--- src/rtl/fetch_unit_if.sv ---
// Fetch-stage bundle: instruction-memory port, stall/redirect controls and IF/ID outputs.
// master = fetch unit, slave = memory / decode / hazard side.
interface fetch_unit_if #(
  parameter int ADDR_W = 16
);
  logic [ADDR_W-1:0] imem_addr;
  logic [15:0]       imem_rdata;
  logic              stall;
  logic              redirect_valid;
  logic [ADDR_W-1:0] redirect_pc;
  logic              if_valid;
  logic [15:0]       if_instr;
  logic [3:0]        if_opcode;
  logic [3:0]        if_funct;
  logic [ADDR_W-1:0] if_pc;
  logic [ADDR_W-1:0] if_pc_plus2;
  logic              halted;

  modport master (
    input  imem_rdata, stall, redirect_valid, redirect_pc,
    output imem_addr, if_valid, if_instr, if_opcode, if_funct, if_pc, if_pc_plus2, halted
  );

  modport slave (
    output imem_rdata, stall, redirect_valid, redirect_pc,
    input  imem_addr, if_valid, if_instr, if_opcode, if_funct, if_pc, if_pc_plus2, halted
  );
endinterface

--- src/rtl/fetch_unit.sv ---
// Instruction fetch + IF/ID register; halt detection enabled by FETCH_HALT_DETECT_EN.
// Latency: 1 cycle fetch-to-decode, redirect costs one bubble.
// Backpressure: stall holds PC and IF/ID; redirect overrides stall.
module fetch_unit #(
  parameter int              ADDR_W   = 16,
  parameter logic [ADDR_W-1:0] RESET_PC = '0
) (
  input  logic        clk,
  input  logic        rst,
  fetch_unit_if.master bus
);

  typedef enum logic {RUN, HALTED} state_t;

  state_t            state;
  logic [ADDR_W-1:0] pc;
  logic [ADDR_W-1:0] pc_dat;
  logic [15:0]       instr_dat;
  logic              instr_vld;
  logic              halted_q;
  logic              is_halt;

`ifdef FETCH_HALT_DETECT_EN
  assign is_halt = (bus.imem_rdata[15:12] == 4'b1111);
`else
  assign is_halt = 1'b0;
`endif

  always_ff @(posedge clk or posedge rst) begin
    if (rst) begin
      state     <= RUN;
      pc        <= RESET_PC;
      pc_dat    <= RESET_PC;
      instr_dat <= 16'h0000;
      instr_vld <= 1'b0;
      halted_q  <= 1'b0;
    end else begin
      case (state)
        RUN: begin
          if (bus.redirect_valid) begin
            pc        <= bus.redirect_pc;
            instr_vld <= 1'b0;
          end else if (!bus.stall) begin
            instr_dat <= bus.imem_rdata;
            pc_dat    <= pc;
            instr_vld <= 1'b1;
            // a halt word parks the PC on itself until redirected
            if (is_halt) begin
              state    <= HALTED;
              halted_q <= 1'b1;
            end else begin
              pc <= pc + ADDR_W'(2);
            end
          end
        end
        HALTED: begin
          if (bus.redirect_valid) begin
            pc        <= bus.redirect_pc;
            instr_vld <= 1'b0;
            state     <= RUN;
            halted_q  <= 1'b0;
          end else if (!bus.stall) begin
            instr_vld <= 1'b0;
          end
        end
        default: begin
          state    <= RUN;
          halted_q <= 1'b0;
        end
      endcase
    end
  end

  assign bus.imem_addr   = pc;
  assign bus.if_valid    = instr_vld;
  assign bus.if_instr    = instr_dat;
  assign bus.if_opcode   = instr_dat[15:12];
  assign bus.if_funct    = instr_dat[3:0];
  assign bus.if_pc       = pc_dat;
  assign bus.if_pc_plus2 = pc_dat + ADDR_W'(2);
  assign bus.halted      = halted_q;

endmodule

--- src/flat_wrapper.sv ---
// flat-port wrapper written by rule: the top's interface ports become plain ports
module fetch_unit_flat 
#(
  parameter int              ADDR_W   = 16,
  parameter logic [ADDR_W-1:0] RESET_PC = '0
)
  (clk, rst, bus_imem_rdata, bus_stall, bus_redirect_valid, bus_redirect_pc, bus_imem_addr, bus_if_valid, bus_if_instr, bus_if_opcode, bus_if_funct, bus_if_pc, bus_if_pc_plus2, bus_halted);
  fetch_unit_if #(.ADDR_W(ADDR_W)) bus_i ();
  input  logic clk;
  input  logic rst;
  input wire logic [$bits(bus_i.imem_rdata)-1:0] bus_imem_rdata;
  input wire logic [$bits(bus_i.stall)-1:0] bus_stall;
  input wire logic [$bits(bus_i.redirect_valid)-1:0] bus_redirect_valid;
  input wire logic [$bits(bus_i.redirect_pc)-1:0] bus_redirect_pc;
  output wire logic [$bits(bus_i.imem_addr)-1:0] bus_imem_addr;
  output wire logic [$bits(bus_i.if_valid)-1:0] bus_if_valid;
  output wire logic [$bits(bus_i.if_instr)-1:0] bus_if_instr;
  output wire logic [$bits(bus_i.if_opcode)-1:0] bus_if_opcode;
  output wire logic [$bits(bus_i.if_funct)-1:0] bus_if_funct;
  output wire logic [$bits(bus_i.if_pc)-1:0] bus_if_pc;
  output wire logic [$bits(bus_i.if_pc_plus2)-1:0] bus_if_pc_plus2;
  output wire logic [$bits(bus_i.halted)-1:0] bus_halted;
  assign bus_i.imem_rdata = bus_imem_rdata;
  assign bus_i.stall = bus_stall;
  assign bus_i.redirect_valid = bus_redirect_valid;
  assign bus_i.redirect_pc = bus_redirect_pc;
  assign bus_imem_addr = bus_i.imem_addr;
  assign bus_if_valid = bus_i.if_valid;
  assign bus_if_instr = bus_i.if_instr;
  assign bus_if_opcode = bus_i.if_opcode;
  assign bus_if_funct = bus_i.if_funct;
  assign bus_if_pc = bus_i.if_pc;
  assign bus_if_pc_plus2 = bus_i.if_pc_plus2;
  assign bus_halted = bus_i.halted;
  fetch_unit #(.ADDR_W(ADDR_W), .RESET_PC(RESET_PC)) u_core (.clk(clk), .rst(rst), .bus(bus_i));
endmodule
--- config.mk ---
export PLATFORM = sky130hd
export DESIGN_NAME = fetch_unit_flat
export DESIGN_NICKNAME = d
export VERILOG_FILES = /design/src/rtl/fetch_unit_if.sv /design/src/rtl/fetch_unit.sv /design/src/flat_wrapper.sv
export SDC_FILE = /design/constraint.sdc
export NUM_CORES = 1
export LEC_CHECK = 0
export CORE_ASPECT_RATIO = 1.1
export CORE_UTILIZATION = 35
export DETAILED_ROUTE_END_ITERATION = 8
export PLACE_DENSITY_LB_ADDON = 0.1
export REMOVE_ABC_BUFFERS = 1
export SYNTH_ARGS = -nofsm -noshare
export SYNTH_HDL_FRONTEND = slang
export SYNTH_SLANG_ARGS = --single-unit
--- constraint.sdc ---
create_clock -name clk -period 1.9 [get_ports clk]
set_input_delay 0.285 -clock clk [delete_from_list [all_inputs] [get_ports clk]]
set_output_delay 0.285 -clock clk [all_outputs]
set_load 0.01 [all_outputs]
==> impl_metrics.ini, run 1 <==
[status]
outcome = completed

[power]
max-vdd-ir-drop_v = 0.000422
leakage_nw = 1.62
cellPowerDensity_mw_per_mm2 = 840

[critical_path]
crit_fanout = 4
crit_path_end_kind = output port
cp_data_required_time_ns = 1.62
worstPathArrival_ns = 1.54
worstSetupPathType = reg -> out
startpoint_type = flop

[final_layout]
instances_no_fill = 421
fin_area_sq_mm = 0.00381
num_antenna_cells = 0
final_cell_mix = clkdlybuf4s50_1, dfrtp_1, buf_4, nand2_1
syn_to_final_growth_pct = 54.4
final_common_cell = clkdlybuf4s50_1
drive_above_1_share_pct = 22.4
final_net_count = 376

[floorplan]
die_w_um = 82.0
fp-row-count = 31
initial_core_util_pct = 36.8
ios = 110
die_y_um = 90.0
dieArea_sq_mm = 0.00739
core_area_sq_mm = 0.00671

[synth]
synth_warnings = 0
syn_avg_cell_area_sq_um = 11.5
synth.cell_area_sq_mm = 0.00247
ys_ff_latch = 50
synthCells = 214
ys_types = 29
ys_seq_area_share_pct = 50.7

[timing]
rsz0062_at_grt = true
hold_viol = 0
final_max_slew_viol_count = 0
fin_hold_ws_ns = 0.319
min_period_ns = 1.83
fmax_ghz = 0.547
fin_crit_sh_pct = 96.2
clock_skew_ns = 0.00265
setup_viol = 0

[grt]
grt_pass1_wl_mm = 9.58
antenna_found_initial = 0
gr-total-overflow = 0
grt_pass1_vias = 1975
grt_start_max_net_pins = 34
grt_use_total_pct = 16.9

[routing]
wire_per_inst_um = 13.8
drt.antenna.violating_nets = 0
drt-initial-drc-count = 89
drc_errors = 0
dr.pass1.iters = 4
vias = 1996
routed_wl_mm = 5.82
via_per_inst = 4.74

[placement]
dp_hpwl_mm = 4.30
dp_cells = 407
port_buffers = 108
placed_cell_area_sq_mm = 0.00369
globalplace.congestion = 0.702

[clocking]
clk_latency_ns = 0.30
cts_buffer_depth = 2
cts_tree = built
htreeDepth = 2
clock_sinks = 50
cts-buffers-inserted = 5
clk_pin_slew_worst_paths_ns = 0.09
holdBufCountCts = 0
clock-root-buffer = clkbuf_8

[worst_hold_path]
hp-class = in -> async

[flow_run]
cap_viol_max_count = 0
## worst paths after layout
kind / from / endpoint / slack, ns / cells past startpoint
setup / recovery: u_core.bus.if_pc[2] / bus_if_pc_plus2[11] / 0.07 / 6
min in group clk: u_core.bus.if_instr[9] / u_core.bus.if_instr[9] / 0.49 / 1
hold / removal: rst / u_core.bus.if_instr[0] / 0.32 / 3
max in group asynchronous: rst / u_core.bus.imem_addr[14] / 1.23 / 3
setup reg to reg: u_core.bus.imem_addr[3] / u_core.bus.imem_addr[15] / 0.38 / 4
hold reg to reg: u_core.bus.if_instr[9] / u_core.bus.if_instr[9] / 0.49 / 1
## cells in the mapped netlist, drive strengths merged
cell type,instances,area [sq um]
dfrtp,50,1250
mux2,32,360
nand2,23,86.3
xor2,18,158
o21ai,16,80.1
buf,15,121
nand3,10,50.1
xnor2,9,78.8
nand4,8,50.1
nor2,8,30.0
and4,4,35.0
clkbuf,3,11.3
inv,3,11.3
and3,2,12.5
and4bb,2,25.0
ha,2,25.0
nor3,2,26.3
nor3b,2,20.0
a21oi,1,5.00
conb,1,3.75
mux2i,1,10.0
nor2b,1,6.26
or2,1,8.76
## metal layers
metal	global-route usage [%]	vias to the layer above	wire (um)	part of all wire [%]
li1	-	978	-	-
met5	0	-	0	0
met2	27.0	70	2710	47
met1	22.7	943	2660	46
met4	3.95	0	46	0.79
met3	3.96	5	402	6.9
## power by group
part           internal (mW)  switching, mW
combinational          0.678          0.430
sequential              1.21          0.136
clock                  0.394          0.346
total                   2.29          0.911
## cell type report
class,instances,area [sq um]
clock buffers,7,76.3
clock inverters,1,30.0
fillers,615,2900
inverters,3,11.3
multi-input cells,143,1090
flip-flops and latches,50,1250
well taps,82,103
repair buffers,135,1240
## through the flow
step | util (%) | TNS (ns) | worst slack (ns) | total power, mW
6_report | 56.7 | 0 | 0.0728 | 3.20
5_1_grt | 56.7 | -0.195 | -0.0832 | 3.39
4_1_cts | 57.0 | -0.0645 | -0.0279 | 3.25
3_5_place_dp | 55.0 | -0.466 | -0.154 | 2.51
3_3_place_gp | 55.0 | -0.233 | -0.0830 | 2.50
2_1_floorplan | - | 0 | 0.0542 | 1.76
## cell families (layout without fill, tap and decap cells)
logic type               count (synthesis)  in the layout  share of synthesized area, %
AND/OR/NAND/NOR                         63             63                          14.2
flip-flops                              50             50                          50.7
adder cells (fa/ha/maj)                  2              2                          1.01
buffers and inverters                   21            146                          5.83
other                                    1              1                         0.152
AO/OA/AOI/OAI                           17             17                          3.45
XOR/XNOR                                27             27                          9.59
multiplexers                            33             33                          15.0
## flip-flops by register name, indices dropped and copies added (netlist names)
signal	cells
u_core.bus.if_instr	16
u_core.bus.if_pc	16
u_core.bus.if_valid	1
u_core.bus.imem_addr	16
u_core.state	1
## worst max-delay path, stage by stage (launching register included)
cell     delay (ns)
dfrtp_1        0.40
ha_2           0.20
nand2_2        0.07
nor2_4         0.15
nand4_1        0.11
xnor2_1        0.16
buf_2          0.15
## timing repair
item	in CTS	in global routing
gates cloned	0	0
endpoints found under the setup margin	13	10
buffers inserted	4	2
pin swaps	4	4
resized for setup	28	24
Note: power is estimated with default switching activity, not from simulation.
==> run 2: changes to the inputs <==
- CORE_MARGIN: not set -> 3
- SKIP_LAST_GASP: not set -> 1
==> run 2 against run 1 <==
Register-to-register slack better by 0.06 ns. Maximum frequency is 2.2% lower. Routed wire length is 2.2% higher. Critical path depth stayed put. Hold slack worse by 0.083 ns. Combinational power hardly changed. Cell count is 0.71% lower. Design area is 0.20% higher. Sequential power hardly changed. Clock skew is 0.0070 ns higher. First-iteration DRC count is 21% lower.
==> impl_metrics.ini, run 2 (synthesis results as in run 1) <==
[worst_hold_path]
hp-class = in -> async

[clocking]
clock_sinks = 50
holdBufCountCts = 0
clk_pin_slew_worst_paths_ns = 0.09
cts-buffers-inserted = 5
cts_tree = built
clk_latency_ns = 0.30
htreeDepth = 2
clock-root-buffer = clkbuf_8
cts_buffer_depth = 2

[timing]
final_max_slew_viol_count = 0
setup_ws_ns = 0.0312
clock_skew_ns = 0.00962
rsz0062_at_grt = true
hold_viol = 0
setup_viol = 0
fmax_ghz = 0.535
fin_crit_sh_pct = 98.4
min_period_ns = 1.87

[floorplan]
fp-row-count = 31
ios = 110
die_w_um = 86.0
die_y_um = 94.0
core_area_sq_mm = 0.00671
dieArea_sq_mm = 0.00809
initial_core_util_pct = 36.8

[critical_path]
startpoint_type = flop
cp_data_required_time_ns = 1.62
crit_fanout = 4
r2r_cells = 4
worstPathArrival_ns = 1.58
worstSetupPathType = reg -> out
reg2reg_from = u_core.bus.imem_addr[4]
crit_path_end_kind = output port
r2r_slack_ns = 0.44
r2r-end = u_core.bus.imem_addr[15]

[final_layout]
final_common_cell = clkdlybuf4s50_1
post-route-util_pct = 56.9
final_net_count = 373
regArea_sq_mm = 0.00125
final_cell_mix = clkdlybuf4s50_1, dfrtp_1, buf_4, nand2_1
drive_above_1_share_pct = 22.0
fillers = 594
syn_to_final_growth_pct = 54.7
multi_input_area_sq_mm = 0.00109
num_antenna_cells = 0

[placement]
globalplace.congestion = 0.784
dp_hpwl_mm = 4.52
port_buffers = 108
place_ws_ns = -0.139

[routing]
drt.antenna.violating_nets = 0
drt-initial-drc-count = 70
dr.pass1.iters = 4
vias = 2009
wire_per_inst_um = 14.2
drc_errors = 0
via_per_inst = 4.81
routed_wl_mm = 5.95

[flow_run]
cap_viol_max_count = 0

[power]
max-vdd-ir-drop_v = 0.000552
leakage_nw = 1.61
cellPowerDensity_mw_per_mm2 = 881

[grt]
grt_start_max_net_pins = 40
antenna_found_initial = 0
grt_pass1_vias = 2023
gr-total-overflow = 0
grt_use_total_pct = 15.5
grt_pass1_wl_mm = 9.88

[status]
outcome = completed
## run 2: area by class of cell
cell class | count | share of cell area [%]
sequential | 50 | 32.8
timing repair buffer | 132 | 31.9
multi-input combinational | 143 | 28.6
tap | 82 | 2.69
clock buffer | 6 | 2.16
clock inverter | 2 | 1.57
inverter | 3 | 0.295
## run 2: repair_timing
| action | 4_1_cts | 5_1_grt |
|---|---|---|
| setup endpoints to repair | 13 | 11 |
| buffers inserted | 4 | 0 |
| pin swaps | 2 | 6 |
| gates resized for setup | 35 | 15 |
| cloned | 0 | 0 |
## run 2: routing by layer
metal  routed length, um  vias up  global-route usage [%]
li1                    -      973                       -
met1                2590      955                    20.4
met2                2750       74                    24.4
met3                 530        7                    4.74
met4                  76        0                    4.75
met5                   0        -                       0
## run 2: worst max path at each step
stage | from | endpoint | slack, ns | cells after the start
floorplan | u_core.state | u_core.bus.if_instr[14] | 0.05 | 2
global placement | u_core.bus.if_pc[1] | bus_if_pc_plus2[11] | -0.08 | 6
detailed placement | u_core.bus.if_pc[1] | bus_if_pc_plus2[11] | -0.14 | 6
CTS | u_core.bus.if_pc[6] | bus_if_pc_plus2[11] | -0.06 | 6
global route | u_core.bus.if_pc[1] | bus_if_pc_plus2[11] | -0.06 | 6
finish | u_core.bus.if_pc[1] | bus_if_pc_plus2[14] | 0.03 | 6
## run 2: worst max-delay path: stages (launching register included)
cell	delay, ns
dfrtp_1	0.39
buf_4	0.12
nand3_1	0.08
or2_4	0.29
nor3_2	0.12
xor2_1	0.14
buf_2	0.14
## run 2: through the flow
step           instance area, sq um  hold WS [ns]  cells  TNS, ns  total power, mW
2_1_floorplan                  2330         0.351    196        0             1.76
3_3_place_gp                   3680         0.468    406   -0.222             2.50
3_5_place_dp                   3680         0.474    406   -0.462             2.51
4_1_cts                        3830         0.236    418  -0.0613             3.41
5_1_grt                        3810         0.241    418   -0.372             3.55
6_report                       3810         0.235    418        0             3.36
## run 2: power breakdown
part / switching (mW) / total [mW] / internal (mW)
clock: 0.356 / 0.918 / 0.561
combinational: 0.428 / 1.09 / 0.666
sequential: 0.137 / 1.35 / 1.21
